## src/rtl/seq_player_pkg.sv

```systemverilog
// Shared types for the Genius LED playback path: colors, speed select, playback states
// and the speed-to-duration mapping.
package seq_player_pkg;

   typedef enum logic [1:0] {
      COLOR_RED    = 2'd0,
      COLOR_GREEN  = 2'd1,
      COLOR_BLUE   = 2'd2,
      COLOR_YELLOW = 2'd3
   } color_t;

   typedef enum logic [1:0] {
      VEL_SLOW   = 2'd0,
      VEL_NORMAL = 2'd1,
      VEL_FAST   = 2'd2
   } velocity_t;

   typedef enum logic [2:0] {
      SEQ_IDLE = 3'd0,
      SEQ_LEAD = 3'd1,
      SEQ_ON   = 3'd2,
      SEQ_OFF  = 3'd3,
      SEQ_DONE = 3'd4
   } seq_state_t;

   localparam int unsigned SPD_MULT_SLOW   = 4;
   localparam int unsigned SPD_MULT_NORMAL = 2;
   localparam int unsigned SPD_MULT_FAST   = 1;

   // LED-on duration in cycles; unknown encodings fall back to NORMAL.
   function automatic int unsigned dur_on(input velocity_t v, input int unsigned tick);
      int unsigned mult;
      case (v)
         VEL_SLOW: mult = SPD_MULT_SLOW;
         VEL_FAST: mult = SPD_MULT_FAST;
         default:  mult = SPD_MULT_NORMAL;
      endcase
      return mult * tick;
   endfunction

endpackage

```

## src/rtl/seq_player_timer.sv

```systemverilog
// seq_timer: loadable down-counter; o_expire flags the last cycle of a loaded interval.
module seq_timer #(
   parameter int unsigned W = 5
) (
   input  logic         clk,
   input  logic         rst_n,
   input  logic         i_load,
   input  logic [W-1:0] i_value,
   output logic         o_expire
);

   logic [W-1:0] r_cnt;

   always_ff @(posedge clk or negedge rst_n) begin
      if (!rst_n) begin
         r_cnt <= '0;
      end else if (i_load) begin
         r_cnt <= i_value;
      end else if (r_cnt != '0) begin
         r_cnt <= r_cnt - 1'b1;
      end
   end

   assign o_expire = (r_cnt == W'(1));

endmodule

```

## src/rtl/seq_player.sv

```systemverilog
// Sequence playback controller driving led_driver with an on/off cadence.
// Optional feature macro: SEQ_PLAYER_LAST_ONLY_EN (adds i_last_only, plays only the last element).
module seq_player
   import seq_player_pkg::*;
#(
   parameter int unsigned MAX_LEN = 32,
   parameter int unsigned IDX_W   = $clog2(MAX_LEN),
   parameter int unsigned LEN_W   = $clog2(MAX_LEN + 1),
   parameter int unsigned TICK    = 12_500_000
) (
   input  logic             clk,
   input  logic             rst_n,
   input  logic             i_start,
   input  logic             i_abort,
   input  logic [LEN_W-1:0] i_len,
   input  velocity_t        i_speed,
`ifdef SEQ_PLAYER_LAST_ONLY_EN
   input  logic             i_last_only,
`endif
   output logic [IDX_W-1:0] o_rd_idx,
   input  color_t           i_rd_color,
   output logic             o_led_enable,
   output color_t           o_led_color,
   output logic             o_busy,
   output logic             o_done
);

   localparam int unsigned TW = $clog2(4 * TICK + 1);

   seq_state_t       r_state, w_state_nxt;
   velocity_t        r_speed, w_speed_nxt;
   logic [IDX_W-1:0] r_last, w_last_nxt;
   logic [IDX_W-1:0] r_idx, w_idx_nxt;
   logic             r_last_played, w_last_played_nxt;
   logic             r_led_en, w_led_en_nxt;
   color_t           r_color, w_color_nxt;
   logic             r_busy, w_busy_nxt;
   logic             r_done, w_done_nxt;

   logic             w_load;
   logic [TW-1:0]    w_load_val;
   logic             w_expire;
   logic [LEN_W-1:0] w_len_clamp;
   logic [IDX_W-1:0] w_last_in;
   logic             w_last_only;
   logic [TW-1:0]    w_on_r, w_off_r, w_off_in;

`ifdef SEQ_PLAYER_LAST_ONLY_EN
   assign w_last_only = i_last_only;
`else
   assign w_last_only = 1'b0;
`endif

   assign w_len_clamp = (i_len > LEN_W'(MAX_LEN)) ? LEN_W'(MAX_LEN) : i_len;
   assign w_last_in   = IDX_W'(w_len_clamp - 1'b1);
   assign w_on_r      = TW'(dur_on(r_speed, TICK));
   assign w_off_r     = TW'(dur_on(r_speed, TICK) / 2);
   assign w_off_in    = TW'(dur_on(i_speed, TICK) / 2);

   seq_timer #(
      .W (TW)
   ) u_timer (
      .clk      (clk),
      .rst_n    (rst_n),
      .i_load   (w_load),
      .i_value  (w_load_val),
      .o_expire (w_expire)
   );

   // rd_idx advances when ON ends, so the next element's color has settled by OFF expiry.
   always_comb begin
      w_state_nxt       = r_state;
      w_speed_nxt       = r_speed;
      w_last_nxt        = r_last;
      w_idx_nxt         = r_idx;
      w_last_played_nxt = r_last_played;
      w_led_en_nxt      = r_led_en;
      w_color_nxt       = r_color;
      w_load            = 1'b0;
      w_load_val        = '0;
      case (r_state)
         SEQ_IDLE: begin
            if (i_start && !i_abort) begin
               w_speed_nxt       = i_speed;
               w_last_nxt        = w_last_in;
               w_last_played_nxt = 1'b0;
               w_idx_nxt         = '0;
               if (w_len_clamp == '0) begin
                  w_state_nxt = SEQ_DONE;
               end else begin
                  if (w_last_only) w_idx_nxt = w_last_in;
                  w_state_nxt = SEQ_LEAD;
                  w_load      = 1'b1;
                  w_load_val  = w_off_in;
               end
            end
         end
         SEQ_LEAD: begin
            if (w_expire) begin
               w_color_nxt  = i_rd_color;
               w_led_en_nxt = 1'b1;
               w_state_nxt  = SEQ_ON;
               w_load       = 1'b1;
               w_load_val   = w_on_r;
            end
         end
         SEQ_ON: begin
            if (w_expire) begin
               w_led_en_nxt = 1'b0;
               w_state_nxt  = SEQ_OFF;
               w_load       = 1'b1;
               w_load_val   = w_off_r;
               if (r_idx == r_last) w_last_played_nxt = 1'b1;
               else                 w_idx_nxt = r_idx + 1'b1;
            end
         end
         SEQ_OFF: begin
            if (w_expire) begin
               if (r_last_played) begin
                  w_state_nxt = SEQ_DONE;
               end else begin
                  w_color_nxt  = i_rd_color;
                  w_led_en_nxt = 1'b1;
                  w_state_nxt  = SEQ_ON;
                  w_load       = 1'b1;
                  w_load_val   = w_on_r;
               end
            end
         end
         SEQ_DONE: w_state_nxt = SEQ_IDLE;
         default:  w_state_nxt = SEQ_IDLE;
      endcase

      if (i_abort && (r_state != SEQ_IDLE)) begin
         w_state_nxt  = SEQ_IDLE;
         w_led_en_nxt = 1'b0;
         w_idx_nxt    = '0;
         w_load       = 1'b1;
         w_load_val   = '0;
      end

      w_busy_nxt = (w_state_nxt == SEQ_LEAD) || (w_state_nxt == SEQ_ON) ||
                   (w_state_nxt == SEQ_OFF);
      w_done_nxt = (w_state_nxt == SEQ_DONE);
   end

   always_ff @(posedge clk or negedge rst_n) begin
      if (!rst_n) begin
         r_state       <= SEQ_IDLE;
         r_speed       <= VEL_NORMAL;
         r_last        <= '0;
         r_idx         <= '0;
         r_last_played <= 1'b0;
         r_led_en      <= 1'b0;
         r_color       <= COLOR_RED;
         r_busy        <= 1'b0;
         r_done        <= 1'b0;
      end else begin
         r_state       <= w_state_nxt;
         r_speed       <= w_speed_nxt;
         r_last        <= w_last_nxt;
         r_idx         <= w_idx_nxt;
         r_last_played <= w_last_played_nxt;
         r_led_en      <= w_led_en_nxt;
         r_color       <= w_color_nxt;
         r_busy        <= w_busy_nxt;
         r_done        <= w_done_nxt;
      end
   end

   assign o_rd_idx     = r_idx;
   assign o_led_enable = r_led_en;
   assign o_led_color  = r_color;
   assign o_busy       = r_busy;
   assign o_done       = r_done;

endmodule
```

## config.mk

```make
export PLATFORM = sky130hd
export DESIGN_NAME = seq_player
export DESIGN_NICKNAME = d
export VERILOG_FILES = /design/src/rtl/seq_player_pkg.sv /design/src/rtl/seq_player_timer.sv /design/src/rtl/seq_player.sv
export SDC_FILE = /design/constraint.sdc
export NUM_CORES = 1
export LEC_CHECK = 0
export ABC_AREA = 1
export ABC_CLOCK_PERIOD_IN_PS = 1900
export BUFFER_PORTS_ARGS = -buffer_cell sky130_fd_sc_hd__buf_2
export CORE_MARGIN = 4
export CORE_UTILIZATION = 55
export CTS_CLUSTER_DIAMETER = 100
export DETAILED_ROUTE_END_ITERATION = 10
export HOLD_SLACK_MARGIN = 0.05
export PLACE_DENSITY_LB_ADDON = 0.12
export SYNTH_ARGS = -nofsm -noshare
export SYNTH_HDL_FRONTEND = slang
export SYNTH_SLANG_ARGS = --single-unit
```

## constraint.sdc

```tcl
create_clock -name clk -period 1.9 [get_ports clk]
set_clock_uncertainty 0.2 [all_clocks]
set_input_delay 0.19 -clock clk [delete_from_list [all_inputs] [get_ports clk]]
set_output_delay 0.19 -clock clk [all_outputs]
set_load 0.05 [all_outputs]
```

## Yosys cells after proc, flatten, opt, wreduce, memory -nomap -nowiden

Index checks and enable logic that the tools add are counted.

| storage, ports and cells | value |
|---|---|
| input port bits | 14 |
| register bits after elaboration | 47 |
| logic and storage cells | 108 |
| output and inout bits | 10 |

| cells by class | value |
|---|---|
| order comparisons | 1 |
| reduce and logical (&&, ||, !) cells | 22 |
| add/sub/neg operators | 3 |
| multiplexer cells | 47 |
| eq/ne operators | 23 |
| $mul | 2 |

Operators by type and width:

| kind | count |
|---|---|
| $mux 26 | 9 |
| $pmux 26 s4 | 1 |
| $mul 32x19->22 const B | 2 |
| $eq 26x1->1 const B | 1 |
| $reduce_bool 26->1 | 1 |
| $sub 26x1->26 const B | 1 |
| $mux 3 | 7 |
| $mux 5 | 4 |
| $mux 1 | 14 |
| $eq 3x2->1 const B | 4 |
| $pmux 3 s2 | 2 |
| $pmux 3 s4 | 1 |
| $reduce_and 4->1 | 3 |
| $pmux 5 s2 | 1 |
| $ne 3x2->1 const B | 3 |
| $ne 3x3->1 const B | 3 |
| $eq 3x1->1 const B | 2 |
| $gt 6x6->1 const B | 1 |
| $logic_not 6->1 | 1 |
| $mux 2 | 3 |
| $mux 6 | 1 |
| $ne 2x1->1 const B | 3 |
| $ne 2x2->1 const B | 3 |
| $pmux 1 s3 | 2 |
| 18 further kinds | 25 |

## Longest topological paths before layout

| logic depth | value |
|---|---|
| depth in word-level cells | 10 |
| depth in mapped cells | 12 |

## Hierarchy

From an unflattened synthesis, not the netlist that was laid out.

| unflattened totals | value |
|---|---|
| cell total of the unflattened synthesis | 561 |
| area total of the unflattened synthesis | 3624.7 sq um |

Modules (own cells, without submodules):

| module | area an instance (sq um) | cells each | times used |
|---|---|---|---|
| seq_timer | 1870.5 | 294 | 1 |
| seq_player | 1754.2 | 267 | 1 |

## Worst setup path after synthesis

Ideal clock, no wire load.

| timing path | value |
|---|---|
| path type | reg2reg |
| start point | reg r_speed[1] |
| end point | reg u_timer.r_cnt[25] |
| required time | 1.577 ns |
| data arrival time | 1.703 ns |
| slack | -0.126 ns |
| clock period less this slack | 2.026 ns |
| setup time | 0.123 ns |
| cell stages (with the launch flop) | 12 |
| cells stage by stage | dfrtp_1 -> nor2_1 -> inv_1 -> ha_1 -> nand2_1 -> nand2_1 -> nand2_1 -> nand3_1 -> nand3_1 -> nand2_1 -> o21bai_1 -> a21oi_2 |

| on the way | value |
|---|---|
| word-level cells in the longest chain between the ends | 8 |
| elaborated cells on any way between the ends | 11 |
| classes of those cells | 1 x mul; 1 x eq/ne; 8 x mux; 1 x reduce/logical |

RTL lines:

| element | RTL line | source |
|---|---|---|
| start: declaration | seq_player.sv:31 | `velocity_t r_speed, w_speed_nxt;` |
| start signal: assignment | seq_player.sv:160 | `r_speed <= w_speed_nxt;` |
| $eq 2x2->1 or $logic_not 2->1 (tied branches) | seq_player_pkg.sv:33 | `case (v)` |
| $pmux 3 s2 * | seq_player_pkg.sv:33 |  |
| $mul 32x19->22 * | seq_player_pkg.sv:38 | `return mult * tick;` |
| $mux 26 | seq_player.sv:119 | `if (r_last_played) begin` |
| $mux 26 | seq_player.sv:118 | `if (w_expire) begin` |
| $pmux 26 s4 * | seq_player.sv:81 | `case (r_state)` |
| $mux 26 * | seq_player.sv:134 | `if (i_abort && (r_state != SEQ_IDLE)) begin` |
| $mux 26 * | seq_player_timer.sv:17 | `end else if (i_load) begin` |
| end signal: assignment | seq_player_timer.sv:18 | `r_cnt <= i_value;` |
| end signal: assignment | seq_player_timer.sv:20 | `r_cnt <= r_cnt - 1'b1;` |
| end: declaration | seq_player_timer.sv:12 | `logic [W-1:0] r_cnt;` |

Every way passes the cells marked *; elsewhere a longest branch is shown, timed or not.
A chain may end at the register's enable or synchronous reset.

## Worst setup path in the final report

| timing path | value |
|---|---|
| start point | reg u_timer.r_cnt[0] |
| end point | reg u_timer.r_cnt[19] |

| on the way | value |
|---|---|
| word-level cells in the longest chain between the ends | 5 |
| elaborated cells on any way between the ends | 15 |
| classes of those cells | 1 x add/sub; 1 x eq/ne; 11 x mux; 2 x reduce/logical |

RTL lines:

| element |
|---|
| branches (longest 5 deep; another with $sub 26x1->26) |

Parallel ways; which one is timed is not known. The select of a mux whose other input is x is not followed.

==> results.yml <==
detailed_routing:
  drt_first_pass_iters: 4
  ant_nets: 0
  wire_per_inst_um: 15.1
  drt_iter0_markers: 230
  drc: 0
  viasPerCell: 5.42
  wl_um: 9770
  num_vias: 3505
power_and_ir_drop:
  switching_power_mw: 2.79
  ir_worst_vdd_v: 0.000901
  seq_power_share_pct: 25.2
  p_leak_nw: 2.39
  clkPwrFrac_pct: 12.5
  sw_frac_of_total_pct: 44.2
  comb_power_share_pct: 62.3
  p_per_area_mw_per_mm2: 1340
  internal_power_mw: 3.52
global_routing:
  grtUsageTotal_pct: 25.9
  grt_first_pass_wirelength_um: 15400
  grt_pass1_vias: 3397
  overflow: 0
  antenna_found_initial: 0
  grt_max_degree: 29
status:
  violations: "negative setup slack"
  status: "finished with violations"
timing:
  hold_viol_final: 0
  fmax_mhz: 489
  setup_viol: 29
  rsz0062_at_grt: "true"
  hold_ws_ns: 0.0796
  finalCritPeriodShare_pct: 108
  worst_slew_pin_slew_ns: 0.540
  slew_viol_final: 0
  slew_headroom_pct: 64.0
  finalWorstSetupSlack_ns: -0.145
  min_period_ns: 2.05
synthesis:
  synth.avg_cell_area_um2: 7.48
  synth-seq-area-share_pct: 34.8
  synth_edf_count: 0
  yosys_warnings: 0
  synth_flop_cell: "dfrtp_1"
  synth_seq_cells: 47
  postSynthCellCount: 452
  async_flop_share_pct: 100
  syn_nets: 479
  synth.distinct_cells: 40
  synth_area_mm2: 0.00338
clocking:
  numClockSinks: 47
  cts_tree: "done"
  root_buffer: "clkbuf_8"
  clockBufferDepth: 2
  numCtsBuffers: 5
  clk_pin_slew_worst_paths_ns: 0.11
  cts_max_level: 2
  clk_latency_ns: 0.32
floorplan:
  die_area_mm2: 0.00747
  row_count: 28
  pin_count: 24
  core_mm2: 0.00596
  die_h_um: 86.4
  chipWidth_um: 86.4
  initial_utilization_pct: 56.8
placement:
  post-place-ws_ns: -0.0955
  dp_hpwl_um: 6880
  numPortBuffers: 23
  gp_congestion: 0.935
  dp_cells: 615
worst_setup_path:
  worstPathMaxFanout: 20
  start_kind: "register"
  crit_arrival_ns: 2.06
  crit_required_ns: 1.92
  end_kind: "register"
  criticalPathCategory: "reg2reg"
cells_and_area:
  layout_common_cells: "nand2_1, buf_4, dfrtp_1"
  diodes: 0
  fillers: 406
  final_common_cell: "nand2_1"
  num-nets-final: 598
  instances_no_fill: 647
  drive_above_1_share_pct: 39.2
  area_growth_pct: 39.5
run:
  maxCapViolations: 0
hold_path:
  hold_class: "in2reg"
routing by layer:
layer / part of all wire [%] / track usage [%]
met5: 0 / 0
met4: 3.7 / 11.8
met3: 5.6 / 4.75
met2: 52 / 46.0
met1: 39 / 30.2
area by class of cell:
type	instances	area, µm²	area share (%)
sequential	47	1180	25.0
clock inverter	3	46.3	0.981
tap	75	93.8	1.99
clock buffer	5	68.8	1.46
timing repair buffer	122	932	19.8
multi-input combinational	348	2210	46.8
inverter	47	189	4.00
through the flow:
stage / util (%) / power [mW] / cell area [µm²] / TNS (ns)
6_report: 79.2 / 6.31 / 4720 / -3.10
4_1_cts: 75.1 / 5.77 / 4470 / -0.690
3_3_place_gp: 68.9 / 4.59 / 4100 / -0.224
2_1_floorplan: - / 3.51 / 3390 / 0
3_5_place_dp: 68.9 / 4.70 / 4100 / -1.46
5_1_grt: 79.2 / 6.72 / 4720 / -4.68
what timing repair did:
action / CTS / global route
pin swaps: 4 / 21
endpoints found under the setup margin: 36 / 39
hold buffers: 7 / 0
resized for setup: 24 / 56
setup buffers: 12 / 5
endpoints found under the hold margin: 26 / 0
sequential cells by signal, summed over array words and instances (netlist names), 2 cells and up:
| register | count |
|---|---|
| u_timer.r_cnt | 26 |
| r_last | 5 |
| o_rd_idx | 5 |
| r_speed | 2 |
| r_state | 3 |
| o_led_color | 2 |
path summary, 6_finish.rpt:
path,from,to,slack [ns],cells after the start
setup / recovery,u_timer.r_cnt[0]$_DFFE_PN0P_,u_timer.r_cnt[19]$_DFFE_PN0P_,-0.15,9
hold / removal,i_len[3],r_last[3]$_DFFE_PN0P_,0.08,4
setup reg to reg,u_timer.r_cnt[0]$_DFFE_PN0P_,u_timer.r_cnt[19]$_DFFE_PN0P_,-0.15,9
hold reg to reg,o_led_color[1]$_DFFE_PN0P_,o_led_color[1]$_DFFE_PN0P_,0.30,2
max in group asynchronous,rst_n,o_led_enable$_DFFE_PN0P_,0.78,3
min in group asynchronous,rst_n,u_timer.r_cnt[3]$_DFFE_PN0P_,0.18,2
Yosys cell counts, types with 7 or more instances:
cell type | number | share of area (%)
xnor2_1 | 14 | 3.6
nand2_1 | 118 | 13
nand3_1 | 37 | 5.5
a21oi_2 | 17 | 4.4
nor2_1 | 53 | 5.9
o21ai_1 | 10 | 1.5
o21ai_0 | 10 | 1.5
inv_1 | 42 | 4.7
nor3_1 | 7 | 1.0
nand2_2 | 7 | 1.3
nand4_1 | 11 | 2.0
ha_1 | 13 | 4.8
dfrtp_1 | 46 | 34
xor2_1 | 13 | 3.4
kinds of logic after synthesis:
| group | Yosys count | synth area share [%] |
|---|---|---|
| compound gates | 53 | 10.8 |
| xor+xnor | 27 | 6.99 |
| fa+ha+maj | 13 | 4.81 |
| buf+inv | 57 | 7.77 |
| flops | 47 | 34.8 |
| simple gates | 255 | 34.9 |
power by group through the flow:
stage                     Clock, mW  Combinational [mW]  Sequential, mW
final                         0.787                3.93            1.59
after global routing          0.827                4.27            1.62
after CTS                     0.784                3.41            1.58
after detailed placement          0                3.12            1.58
after global placement            0                3.03            1.56
after floorplan                   0                1.87            1.64
critical path, stage by stage (launching register included):
cell	delay [ns]
dfrtp_1	0.44
inv_2	0.08
buf_4	0.12
ha_1	0.17
nand2_1	0.06
nor2_1	0.15
nand4_1	0.24
nor2_4	0.22
buf_12	0.20
nor2_1	0.07
No activity file was read; power rests on OpenSTA's default activity.
